$ cat src/rtl/imem_fetch_ctrl.sv
// Instruction fetch sequencer with a 2-entry prefetch FIFO, redirect handling and a shared ROM port.
// Define IMEM_DBG_PORT_EN to enable round-robin arbitration of the debug read port.
module imem_fetch_ctrl #(
  parameter int unsigned       DWIDTH   = 32,
  parameter int unsigned       AWIDTH   = 8,
  parameter logic [AWIDTH-1:0] RESET_PC = '0
) (
  input  logic              clk,
  input  logic              rst,
  output logic [AWIDTH-1:0] imem_a,
  input  logic [DWIDTH-1:0] imem_rd,
  input  logic              redirect_valid,
  input  logic [AWIDTH-1:0] redirect_pc,
  output logic              inst_valid,
  input  logic              inst_ready,
  output logic [DWIDTH-1:0] inst_data,
  output logic [AWIDTH-1:0] inst_pc,
  input  logic              dbg_req,
  input  logic [AWIDTH-1:0] dbg_addr,
  output logic              dbg_gnt,
  output logic [DWIDTH-1:0] dbg_rdata,
  output logic              dbg_rvalid
);

  logic [AWIDTH-1:0] fetch_pc_q;
  logic [AWIDTH-1:0] fifo_pc_q   [2];
  logic [DWIDTH-1:0] fifo_data_q [2];
  logic [1:0]        count_q;
  logic              rd_ptr_q;
  logic              wr_ptr_q;

  logic              pop;
  logic              fetch_elig;
  logic              fetch_own;
  logic              dbg_own;
  logic [AWIDTH-1:0] dbg_a;

  assign inst_valid = !rst && (count_q != 2'd0);
  assign inst_data  = fifo_data_q[rd_ptr_q];
  assign inst_pc    = fifo_pc_q[rd_ptr_q];
  assign pop        = inst_valid && inst_ready;

  // A full FIFO may still fetch when the head drains in the same cycle.
  assign fetch_elig = !rst && !redirect_valid && ((count_q != 2'd2) || pop);

`ifdef IMEM_DBG_PORT_EN
  logic              last_owner_q;  // 1: debug owned the last granted cycle
  logic              dbg_req_eff;
  logic [DWIDTH-1:0] dbg_rdata_q;
  logic              dbg_rvalid_q;
  logic              unused_bits;

  assign dbg_req_eff = dbg_req && !rst;
  assign fetch_own   = fetch_elig && (!dbg_req_eff || last_owner_q);
  assign dbg_own     = dbg_req_eff && (!fetch_elig || !last_owner_q);
  assign dbg_a       = {dbg_addr[AWIDTH-1:2], 2'b00};
  assign dbg_gnt     = dbg_own;
  assign dbg_rdata   = dbg_rdata_q;
  assign dbg_rvalid  = dbg_rvalid_q;
  assign unused_bits = ^{dbg_addr[1:0], redirect_pc[1:0]};

  always_ff @(posedge clk) begin
    if (rst) begin
      last_owner_q <= 1'b1;
      dbg_rdata_q  <= '0;
      dbg_rvalid_q <= 1'b0;
    end else begin
      if (fetch_own) begin
        last_owner_q <= 1'b0;
      end else if (dbg_own) begin
        last_owner_q <= 1'b1;
      end
      dbg_rvalid_q <= dbg_own;
      if (dbg_own) begin
        dbg_rdata_q <= imem_rd;
      end
    end
  end
`else
  logic unused_bits;

  assign fetch_own   = fetch_elig;
  assign dbg_own     = 1'b0;
  assign dbg_a       = '0;
  assign dbg_gnt     = 1'b0;
  assign dbg_rdata   = '0;
  assign dbg_rvalid  = 1'b0;
  assign unused_bits = ^{dbg_req, dbg_addr, redirect_pc[1:0]};
`endif

  assign imem_a = rst ? RESET_PC : (dbg_own ? dbg_a : fetch_pc_q);

  always_ff @(posedge clk) begin
    if (rst) begin
      fetch_pc_q <= RESET_PC;
      count_q    <= 2'd0;
      rd_ptr_q   <= 1'b0;
      wr_ptr_q   <= 1'b0;
    end else if (redirect_valid) begin
      // Flush wins over any pop presented in the same cycle.
      fetch_pc_q <= {redirect_pc[AWIDTH-1:2], 2'b00};
      count_q    <= 2'd0;
      rd_ptr_q   <= 1'b0;
      wr_ptr_q   <= 1'b0;
    end else begin
      if (fetch_own) begin
        fifo_pc_q[wr_ptr_q]   <= fetch_pc_q;
        fifo_data_q[wr_ptr_q] <= imem_rd;
        wr_ptr_q              <= ~wr_ptr_q;
        fetch_pc_q            <= fetch_pc_q + AWIDTH'(4);
      end
      if (pop) begin
        rd_ptr_q <= ~rd_ptr_q;
      end
      count_q <= count_q + 2'(fetch_own) - 2'(pop);
    end
  end

endmodule

$ cat config.mk
export PLATFORM = sky130hd
export DESIGN_NAME = imem_fetch_ctrl
export DESIGN_NICKNAME = d
export VERILOG_FILES = /design/src/rtl/imem_fetch_ctrl.sv
export SDC_FILE = /design/constraint.sdc
export NUM_CORES = 1
export LEC_CHECK = 0
export BUFFER_PORTS_ARGS = -buffer_cell sky130_fd_sc_hd__buf_4
export CAP_MARGIN = 10
export CELL_PAD_IN_SITES_DETAIL_PLACEMENT = 0
export CELL_PAD_IN_SITES_GLOBAL_PLACEMENT = 1
export CORE_ASPECT_RATIO = 1.2
export CORE_UTILIZATION = 25
export CTS_BUF_LIST = sky130_fd_sc_hd__clkbuf_16
export CTS_CLUSTER_DIAMETER = 200
export DETAILED_ROUTE_END_ITERATION = 16
export HOLD_SLACK_MARGIN = 0.06
export PLACE_DENSITY = 0.63
export REMOVE_ABC_BUFFERS = 1
export SYNTH_ARGS = -nofsm -noshare
export SYNTH_HDL_FRONTEND = slang
export SYNTH_SLANG_ARGS = --single-unit
$ cat constraint.sdc
create_clock -name clk -period 5.4 [get_ports clk]
set_input_delay 1.35 -clock clk [delete_from_list [all_inputs] [get_ports clk]]
set_output_delay 1.35 -clock clk [all_outputs]
set_load 0.1 [all_outputs]
# == After elaboration in Yosys (flattened, before gate mapping) ==
# Memory sizes are Yosys's and may differ from the RTL's. A register that Yosys moved wholly into a read port is not among the register bits.
# Index checks and enable logic that the tools add are counted.
# word_totals
word_cells,34
ramBits,80
reg_bits,12
input_bits,53
memories,2
output_inout_bits,83
# mem_list
name,depth,word_bits,read_ports,rd_ports_with_merged_regs,wr,line,source
fifo_data_q,2,32,1,1,1,27,logic [DWIDTH-1:0] fifo_data_q [2];
fifo_pc_q,2,8,1,1,1,26,logic [AWIDTH-1:0] fifo_pc_q [2];
# classes
reduce_logical,10
n_mux,11
add_sub_neg,3
eq_ne,1
bitwise,2
# op_table
operator,count
$mux W8,3
$add A8 B3 Y8 const B,1
$mux W1,8
$logic_and A1 B1 Y1,4
$reduce_bool A2 Y1,2
$add A2 B1 Y2,1
$logic_not A1 Y1,2
$ne A2 B2 Y1 const B,1
$not A1 Y1,2
$reduce_or A2 Y1,1
$sub A2 B1 Y2,1
$logic_or A1 B1 Y1,1

# == Longest topological paths before layout ==
# Gate-level depths: netlist of the first run.
# logic_depth
depth_word,9
depth_mapped,6
depth_no_buf,6

# == Worst setup path before layout of the first run ==
# OpenSTA, ideal clock, no wires.
# synth_timing
kind,input-to-reg
start,in redirect_valid
end,"mem fifo_data_q[0][0], enable pin"
arrival_time_ps,4470
required_time_ps,4919
path_buffers,2
setup_ps,481
slack_ps,449
stages,5
path_cell_list,buf_2 inv_1 buf_2 nand2_1 nor3_1
# synth_via
elab_chain_cells,7
# synth_rtl
element,line,source
"start, declared",12,"input logic redirect_valid,"
$logic_not A1 Y1,44,assign fetch_elig = !rst && !redirect_valid && ((count_q != 2'd2) || pop);
$logic_and A1 B1 Y1 (2 in series),44,
$mux W1,106,if (fetch_own) begin
$mux W1 *,99,end else if (redirect_valid) begin
$mux W1 *,94,if (rst) begin
$mux W1 (not written as such) *,108,fifo_data_q[wr_ptr_q] <= imem_rd;
"end, declared",27,
# Mark *: on every way between the ends. The rest lies on a longest branch, timed or not.

# == Worst setup path after layout of the first run ==
# layout_timing
start,in rst
end,out imem_a[5]
# layout_via
elab_chain_cells,1
# layout_rtl
element,line,source
"start, declared",9,"input logic rst,"
$mux W8,91,assign imem_a = rst ? RESET_PC : (dbg_own ? dbg_a : fetch_pc_q);
"end, declared",10,"output logic [AWIDTH-1:0] imem_a,"
# Every way passes these cells.

==> results.json, run 1 <==
{
  "status": "finished clean",
  "chipHeight_um": 135,
  "worstPathRequired_ns": 4.05,
  "grt_overflow": 0,
  "htreeDepth": 3,
  "r2r_start": "count_q[0]",
  "wl_met1_mm": 2.89,
  "grt_pass1_wl_mm": 10.7,
  "yosysWarnings": 0,
  "cts_made_buffers": 9,
  "cp_max_fo": 17,
  "antenna_left": 0,
  "leakagePower_nw": 1.76,
  "coreArea_um2": 14400,
  "synth-seq-cells": 87,
  "drv_slew": 0,
  "drt_iter0_markers": 97,
  "drive_gt1_share_pct": 44.6,
  "r2r_cells": 2,
  "endpoint_kind": "output port",
  "top_layer": "met4",
  "finalCritPeriodShare_pct": 62.3,
  "hold_depth": 2,
  "wl_mm": 6.93,
  "powerDensity_nw_per_um2": 359,
  "postCtsSetupBuffers": 0,
  "vias": 2073,
  "holdCritStartpoint": "rd_ptr_q",
  "worst_slack_ns": 2.04,
  "ys_seq_area_share_pct": 67.7,
  "synth_cell_types": 41,
  "io_pins": 136,
  "hold_viol_final": 0,
  "avgSynthCellArea_um2": 15.6,
  "maxSlewHeadroom_pct": 34.2,
  "worst_pin_slew_ns": 0.987,
  "synth_top_flop_cell": "edfxtp_1",
  "initial_core_util_pct": 25.7,
  "rsz0062_at_grt": "false",
  "maxCapViolations": 0,
  "hpwl_mm": 4.44,
  "reg2reg_to": "fifo_data_q[1][7]",
  "dp_slack_ns": 2.01,
  "synth_cells": 237,
  "numClockSinks": 87,
  "ctsHoldBuffers": 0,
  "netlist_area_um2": 3700,
  "wl_per_cell_um": 13.7,
  "peakVddDrop_uv": 118,
  "dr_wl_met3_um": 412,
  "clockRootBuffer": "clkbuf_16",
  "post-synth-top-area-cell": "edfxtp_1",
  "synthTopCellsByArea": "edfxtp_1, mux2_2, buf_4",
  "clockBufferDepth": 2,
  "drt_first_pass_iters": 4,
  "crit_arrival_ns": 2.01,
  "fin_skew_ns": 0.00870,
  "routed_via_density": 4.09,
  "max_freq_mhz": 297,
  "area_growth_pct": 26.5,
  "start_kind": "input pin",
  "drc_errors": 0,
  "cts_resized": 0,
  "rows": 48,
  "instances_no_fill": 507,
  "dp_cells": 491,
  "dieArea_um2": 15300,
  "tns_ns": 0,
  "synth_top_area_share_pct": 61.7,
  "num_antenna_cells": 0,
  "gp_congestion": 0.747,
  "grt_pass1_vias": 2028,
  "clk_latency_ns": 0.34,
  "cts_tree": "built",
  "hold_class": "flop to flop",
  "fp.dieW_um": 113,
  "grt_max_degree": 39,
  "yosys.cell_count.top_type": "edfxtp_1",
  "path_clk_slew_ns": 0.07,
  "rrSetupSlack_ns": 3.42,
  "antenna_found_initial": 0,
  "nets": 382,
  "grt_usage_pct": 9.39,
  "finalCriticalPeriod_ns": 3.36,
  "route.met2.wl_mm": 3.49,
  "critPathKind": "input pin to output port",
  "synth-edff-count": 76,
  "synth.top_cells.by_count": "edfxtp_1, buf_4, mux2_2",
  "place.port_buffers": 86,
  "finalSetupViolations": 0,
  "async_flop_share_pct": 0
}
## through the flow
step	util (%)	hold slack (ns)	total power, W	cell area [µm²]
after floorplan	-	0.472	0.00105	3520
after global placement	30.5	0.487	0.00111	4400
after detailed placement	30.5	0.496	0.00111	4400
after CTS	32.5	0.521	0.00170	4680
after global routing	32.5	0.546	0.00174	4680
final	32.5	0.515	0.00168	4680
## critical path, stage by stage
cell     delay [ns]
buf_4          0.17
nor2b_1        0.17
buf_4          0.32
## how the worst max path moves through the flow
stage | endpoint | cells after the start | slack (ns) | start
6_report | imem_a[5] | 3 | 2.04 | rst
5_1_grt | inst_pc[3] | 2 | 1.91 | flop
4_1_cts | inst_data[26] | 2 | 1.99 | flop
3_5_place_dp | imem_a[5] | 3 | 2.01 | rst
3_3_place_gp | imem_a[5] | 3 | 2.02 | rst
2_1_floorplan | fifo_data_q[0][0] | 3 | 0.61 | redirect_valid
## logic make-up after synthesis
logic type,count (synthesis),share of synthesized area (%)
flops,87,67.7
buf+inv,50,9.14
compound gates,19,4.10
simple gates,38,6.26
fa+ha+maj,2,0.677
other cells,1,0.101
mux,38,11.6
xor+xnor,2,0.474
## layer usage
| layer | global-route usage, % | vias up |
|---|---|---|
| met3 | 3.27 | 11 |
| met5 | 0 | - |
| met4 | 4.61 | 0 |
| met1 | 10.9 | 995 |
| li1 | - | 986 |
| met2 | 15.4 | 81 |
## registers in the layout (all words and copies together) (netlist names), named ones only
name and count:
wr_ptr_q 1, rd_ptr_q 1, fifo_data_q 64, count_q 2, fetch_pc_q 6, fifo_pc_q 12
## power by group
group | switching, W | leakage, nW | internal [W]
sequential | 0.0000126 | 0.792 | 0.000756
combinational | 0.000268 | 0.833 | 0.0000581
clock | 0.000267 | 0.138 | 0.000317
## final cells by class
type                            instances  area (µm²)
Timing Repair Buffer                   87         653
Sequential cell                        87        2500
Clock inverter                          7        56.3
Inverter                                5        18.8
Clock buffer                            9         225
Fill cell                            1446        9740
Multi-Input combinational cell        137        1000
Tap cell                              175         219
## placed cells by master, fill, tap and decap left out, types with 3 or more instances in the layout
cell type / n
dfxtp_1: 10
nor2_1: 10
mux2_2: 38
clkbuf_16: 9
conb_1: 38
o21ai_0: 4
nor3_1: 3
edfxtp_1: 76
inv_1: 5
buf_4: 87
nor2b_1: 7
clkinv_4: 4
Note: power is estimated with default switching activity, not from simulation.
==> inputs of run 2 (changes only) <==
--- a/config.mk
+++ b/config.mk
@@ -15,7 +15,7 @@
 export CTS_CLUSTER_DIAMETER = 200
 export DETAILED_ROUTE_END_ITERATION = 16
 export HOLD_SLACK_MARGIN = 0.06
-export PLACE_DENSITY = 0.63
+export PLACE_DENSITY = 0.65
 export REMOVE_ABC_BUFFERS = 1
 export SYNTH_ARGS = -nofsm -noshare
 export SYNTH_HDL_FRONTEND = slang
==> constraint.sdc (replaced) <==
create_clock -name clk -period 2.8 [get_ports clk]
set_input_delay 0.7 -clock clk [delete_from_list [all_inputs] [get_ports clk]]
set_output_delay 0.7 -clock clk [all_outputs]
set_load 0.1 [all_outputs]
==> run 2 against run 1 <==
Against the previous run:
- combinational power increased by 95%
- highest routed layer unchanged
- wire length fell by 0.74%
- cell count is the same
- sequential cell count is the same
- core utilization up 0.27 points
- clock skew is 0.0030 ns lower
==> results.json, run 2 (synthesized netlist as in run 1, its figures left out) <==
{
  "fp.dieW_um": 113,
  "nets": 383,
  "hold_class": "flop to flop",
  "cp_cell_sequence": "buf_12, mux2_2, buf_4",
  "routed_via_density": 4.13,
  "antenna_left": 0,
  "clk_latency_ns": 0.33,
  "reg_top3": "fifo_data_q x64, fifo_pc_q x12, fetch_pc_q x6",
  "multi_input_area_um2": 1000,
  "maxCapViolations": 0,
  "hold_depth": 2,
  "path_clk_slew_ns": 0.06,
  "io_pins": 136,
  "grt_overflow": 0,
  "wl_mm": 6.88,
  "coreArea_um2": 14400,
  "cts_resized": 0,
  "slowest_delay_ns": 0.51,
  "layout.cells.most_common_list": "buf_4, edfxtp_1, mux2_2, conb_1",
  "hold_viol_final": 0,
  "fillers": 1434,
  "htreeDepth": 3,
  "powerDensity_nw_per_um2": 693,
  "cpLargestDelayFamily": "flip-flops",
  "max_flop_register": "fifo_data_q",
  "cts_tree": "built",
  "endpoint_kind": "output port",
  "peakVddDrop_uv": 208,
  "numClockSinks": 87,
  "grt_usage_pct": 9.21,
  "cp_max_fo": 28,
  "slowest_stage": "dfxtp_2",
  "area_growth_pct": 27.6,
  "p_total_w": 0.00327,
  "wl_per_cell_um": 13.6,
  "final_util_pct": 32.7,
  "vias": 2092,
  "worstPathRequired_ns": 2.10,
  "dieArea_um2": 15300,
  "drc_errors": 0,
  "critPathKind": "flop to output port",
  "worst_pin_slew_ns": 0.958,
  "cp.depth": 3,
  "gp_congestion": 0.774,
  "maxSlewHeadroom_pct": 36.1,
  "place.port_buffers": 86,
  "r2r_start": "count_q[0]",
  "reg2reg_to": "fifo_data_q[1][14]",
  "max_freq_mhz": 417,
  "finalCriticalPeriod_ns": 2.40,
  "cts_made_buffers": 9,
  "postCtsSetupBuffers": 0,
  "start_kind": "flop",
  "num_antenna_cells": 0,
  "initial_core_util_pct": 25.7,
  "hpwl_mm": 4.61,
  "drt_iter0_markers": 93,
  "cp-endpoint": "inst_data[17]",
  "antenna_found_initial": 0,
  "clockBufferDepth": 2,
  "grt_max_degree": 39,
  "drt_first_pass_iters": 4,
  "rows": 48,
  "grt_pass1_vias": 2063,
  "rsz0062_at_grt": "false",
  "ctsHoldBuffers": 0,
  "final_common_cell": "buf_4",
  "fin_skew_ns": 0.00571,
  "largest_register_ffs": 64,
  "chipHeight_um": 135,
  "rrSetupSlack_ns": 0.85,
  "status": "finished clean",
  "seqCellArea_um2": 2500,
  "finalCritPeriodShare_pct": 85.6,
  "r2r_cells": 2,
  "finalSetupViolations": 0,
  "grt_pass1_wl_mm": 10.7,
  "leakagePower_nw": 1.77,
  "worst-path-buf-inv": 2,
  "drv_slew": 0,
  "clockRootBuffer": "clkbuf_16",
  "drive_gt1_share_pct": 44.9,
  "crit_arrival_ns": 1.70,
  "fin_area_um2": 4720,
  "placed_cell_area_um2": 4430,
  "tns_ns": 0
}
run 2: cell count changes in the layout (fill, tap and decap cells not counted):
cell,change
clkinv_4,-4
clkinvlp_4,+3
buf_12,+2
clkinv_2,+2
inv_6,-2
buf_4,-1
bufinv_16,+1
clkinv_1,-1
run 2: worst reg2reg max path: stages, from the launching register on:
cell,delay [ns]
dfxtp_1,0.47
or3b_1,0.23
and3_2,0.84
run 2: metrics by stage:
stage / hold slack [ns] / worst slack (ns) / instances
3_3_place_gp: 0.491 / 0.398 / 492
5_1_grt: 0.531 / 0.314 / 507
6_report: 0.504 / 0.404 / 507
3_5_place_dp: 0.496 / 0.393 / 492
2_1_floorplan: 0.472 / -1.34 / 229
4_1_cts: 0.511 / 0.343 / 507
run 2: report_power, final:
group | internal (W) | switching (W) | total [W]
sequential | 0.00146 | 0.0000219 | 0.00148
combinational | 0.000115 | 0.000520 | 0.000636
clock | 0.000682 | 0.000472 | 0.00115
total | 0.00226 | 0.00101 | 0.00327
run 2: layout make-up:
class / instances / share of cell area, %
clock buffers: 9 / 4.77
clock inverters: 6 / 1.33
inverters: 5 / 0.398
multi-input cells: 137 / 21.2
flip-flops and latches: 87 / 53.1
well taps: 175 / 4.64
repair buffers: 88 / 14.5
run 2: metal layers:
| layer | global-route usage [%] | vias up | share of wire (%) |
|---|---|---|---|
| li1 | - | 984 | - |
| met1 | 10.5 | 1005 | 40 |
| met2 | 16.1 | 92 | 51 |
| met3 | 2.86 | 11 | 6.9 |
| met4 | 3.51 | 0 | 1.4 |
| met5 | 0 | - | 0 |
run 2: how the worst min path moves through the flow:
stage | startpoint | endpoint
finish | rd_ptr_q | flop
global route | imem_rd[12] | fifo_data_q[0][12]
CTS | rd_ptr_q | flop
detailed placement | rd_ptr_q | flop
global placement | rd_ptr_q | rd_ptr_q
floorplan | rd_ptr_q | flop
==> inputs of run 3 (changes only) <==
--- a/config.mk
+++ b/config.mk
@@ -10,12 +10,12 @@
 export CELL_PAD_IN_SITES_DETAIL_PLACEMENT = 0
 export CELL_PAD_IN_SITES_GLOBAL_PLACEMENT = 1
 export CORE_ASPECT_RATIO = 1.2
-export CORE_UTILIZATION = 25
+export CORE_UTILIZATION = 35
 export CTS_BUF_LIST = sky130_fd_sc_hd__clkbuf_16
 export CTS_CLUSTER_DIAMETER = 200
 export DETAILED_ROUTE_END_ITERATION = 16
 export HOLD_SLACK_MARGIN = 0.06
-export PLACE_DENSITY = 0.65
+export PLACE_DENSITY = 0.83
 export REMOVE_ABC_BUFFERS = 1
 export SYNTH_ARGS = -nofsm -noshare
 export SYNTH_HDL_FRONTEND = slang
==> run 3 against run 2 <==
Against the previous run:
- non-clock buffer count did not move
- total power shrank 1.2%
- die area is 28% lower
- sequential cell count did not move
- design area is 1.5% lower
==> results.json, run 3 (synthesized netlist as in run 1, its figures left out) <==
{
  "layout.cells.most_common_list": "buf_4, edfxtp_1, mux2_2, conb_1",
  "crit_arrival_ns": 1.52,
  "dieArea_um2": 11000,
  "endpoint_kind": "output port",
  "io_pins": 136,
  "drt_iter0_markers": 62,
  "nets": 383,
  "peakVddDrop_uv": 314,
  "finalCritPeriodShare_pct": 79.1,
  "antenna_left": 0,
  "maxCapViolations": 0,
  "cts_resized": 0,
  "chipHeight_um": 115,
  "r2r_start": "count_q[0]",
  "hold_class": "flop to flop",
  "cts_made_buffers": 9,
  "grt_pass1_vias": 1979,
  "finalCriticalPeriod_ns": 2.22,
  "max_flop_register": "fifo_data_q",
  "clockRootBuffer": "clkbuf_16",
  "leakagePower_nw": 1.78,
  "drt_first_pass_iters": 4,
  "ctsHoldBuffers": 0,
  "final_util_pct": 45.8,
  "powerDensity_nw_per_um2": 695,
  "initial_core_util_pct": 36.4,
  "finalSetupViolations": 0,
  "hold_viol_final": 0,
  "cp-endpoint": "inst_data[14]",
  "cp_max_fo": 38,
  "area_growth_pct": 25.7,
  "fin_area_um2": 4650,
  "grt_max_degree": 39,
  "drv_slew": 0,
  "status": "finished clean",
  "grt_usage_pct": 11.7,
  "reg2reg_to": "fifo_data_q[1][27]",
  "fin_skew_ns": 0.00708,
  "hpwl_mm": 4.17,
  "cts_tree": "built",
  "rows": 40,
  "drc_errors": 0,
  "num_antenna_cells": 0,
  "clk_latency_ns": 0.33,
  "largest_register_ffs": 64,
  "final_common_cell": "buf_4",
  "vias": 2075,
  "worstPathRequired_ns": 2.10,
  "fillers": 919,
  "routed_via_density": 4.52,
  "path_clk_slew_ns": 0.06,
  "maxSlewHeadroom_pct": 38.8,
  "clockBufferDepth": 2,
  "max_freq_mhz": 451,
  "drive_gt1_share_pct": 43.8,
  "fp.dieW_um": 95.8,
  "wl_per_cell_um": 13.8,
  "rsz0062_at_grt": "false",
  "grt_overflow": 0,
  "numClockSinks": 87,
  "critPathKind": "flop to output port",
  "antenna_found_initial": 0,
  "place.port_buffers": 86,
  "rrSetupSlack_ns": 0.87,
  "htreeDepth": 3,
  "reg_top3": "fifo_data_q x64, fifo_pc_q x12, fetch_pc_q x6",
  "r2r_cells": 2,
  "grt_pass1_wl_mm": 9.43,
  "placed_cell_area_um2": 4370,
  "gp_congestion": 0.784,
  "postCtsSetupBuffers": 0,
  "start_kind": "flop",
  "coreArea_um2": 10200,
  "worst_pin_slew_ns": 0.918,
  "wl_mm": 6.34
}
==> run 3: routing by layer <==
| layer | global-route usage (%) | share of wire [%] |
|---|---|---|
| met1 | 13.4 | 41 |
| met2 | 19.7 | 51 |
| met3 | 4.18 | 6.5 |
| met4 | 4.78 | 1.4 |
| met5 | 0 | 0 |
==> run 3: how the worst min path moves through the flow <==
stage	cells past startpoint	startpoint	to
final	2	rd_ptr_q	flop
after global routing	1	imem_rd[13]	fifo_data_q[0][13]
after CTS	2	rd_ptr_q	flop
after detailed placement	2	rd_ptr_q	flop
after global placement	2	rd_ptr_q	rd_ptr_q
after floorplan	2	rd_ptr_q	flop
==> run 3: layout make-up <==
type	count	area, µm²	area share [%]
sequential	87	2500	53.9
multi-input combinational	137	1000	21.6
timing repair buffer	88	686	14.8
clock buffer	9	225	4.85
tap	126	158	3.39
clock inverter	7	55.1	1.18
inverter	5	18.8	0.404
==> run 3: through the flow <==
step,setup slack [ns],std cells,setup TNS (ns),hold slack [ns],power (W)
after floorplan,-1.34,229,-50.85,0.472,0.00202
final,0.584,459,0,0.511,0.00323
after CTS,0.561,459,0,0.519,0.00326
after detailed placement,0.430,443,0,0.502,0.00214
after global placement,0.432,443,0,0.486,0.00214
after global routing,0.521,459,0,0.539,0.00334
==> run 3: worst max-delay path, stage by stage (launching register included) <==
cell and delay [ns]:
dfxtp_2 0.34, buf_12 0.23, mux2_2 0.37, buf_4 0.24
==> run 3: where the power goes <==
| group | switching, W | internal, W | total, W | leakage, nW |
|---|---|---|---|---|
| clock | 0.000442 | 0.000675 | 0.00112 | 0.143 |
| combinational | 0.000518 | 0.000115 | 0.000634 | 0.845 |
| sequential | 0.0000213 | 0.00146 | 0.00148 | 0.792 |
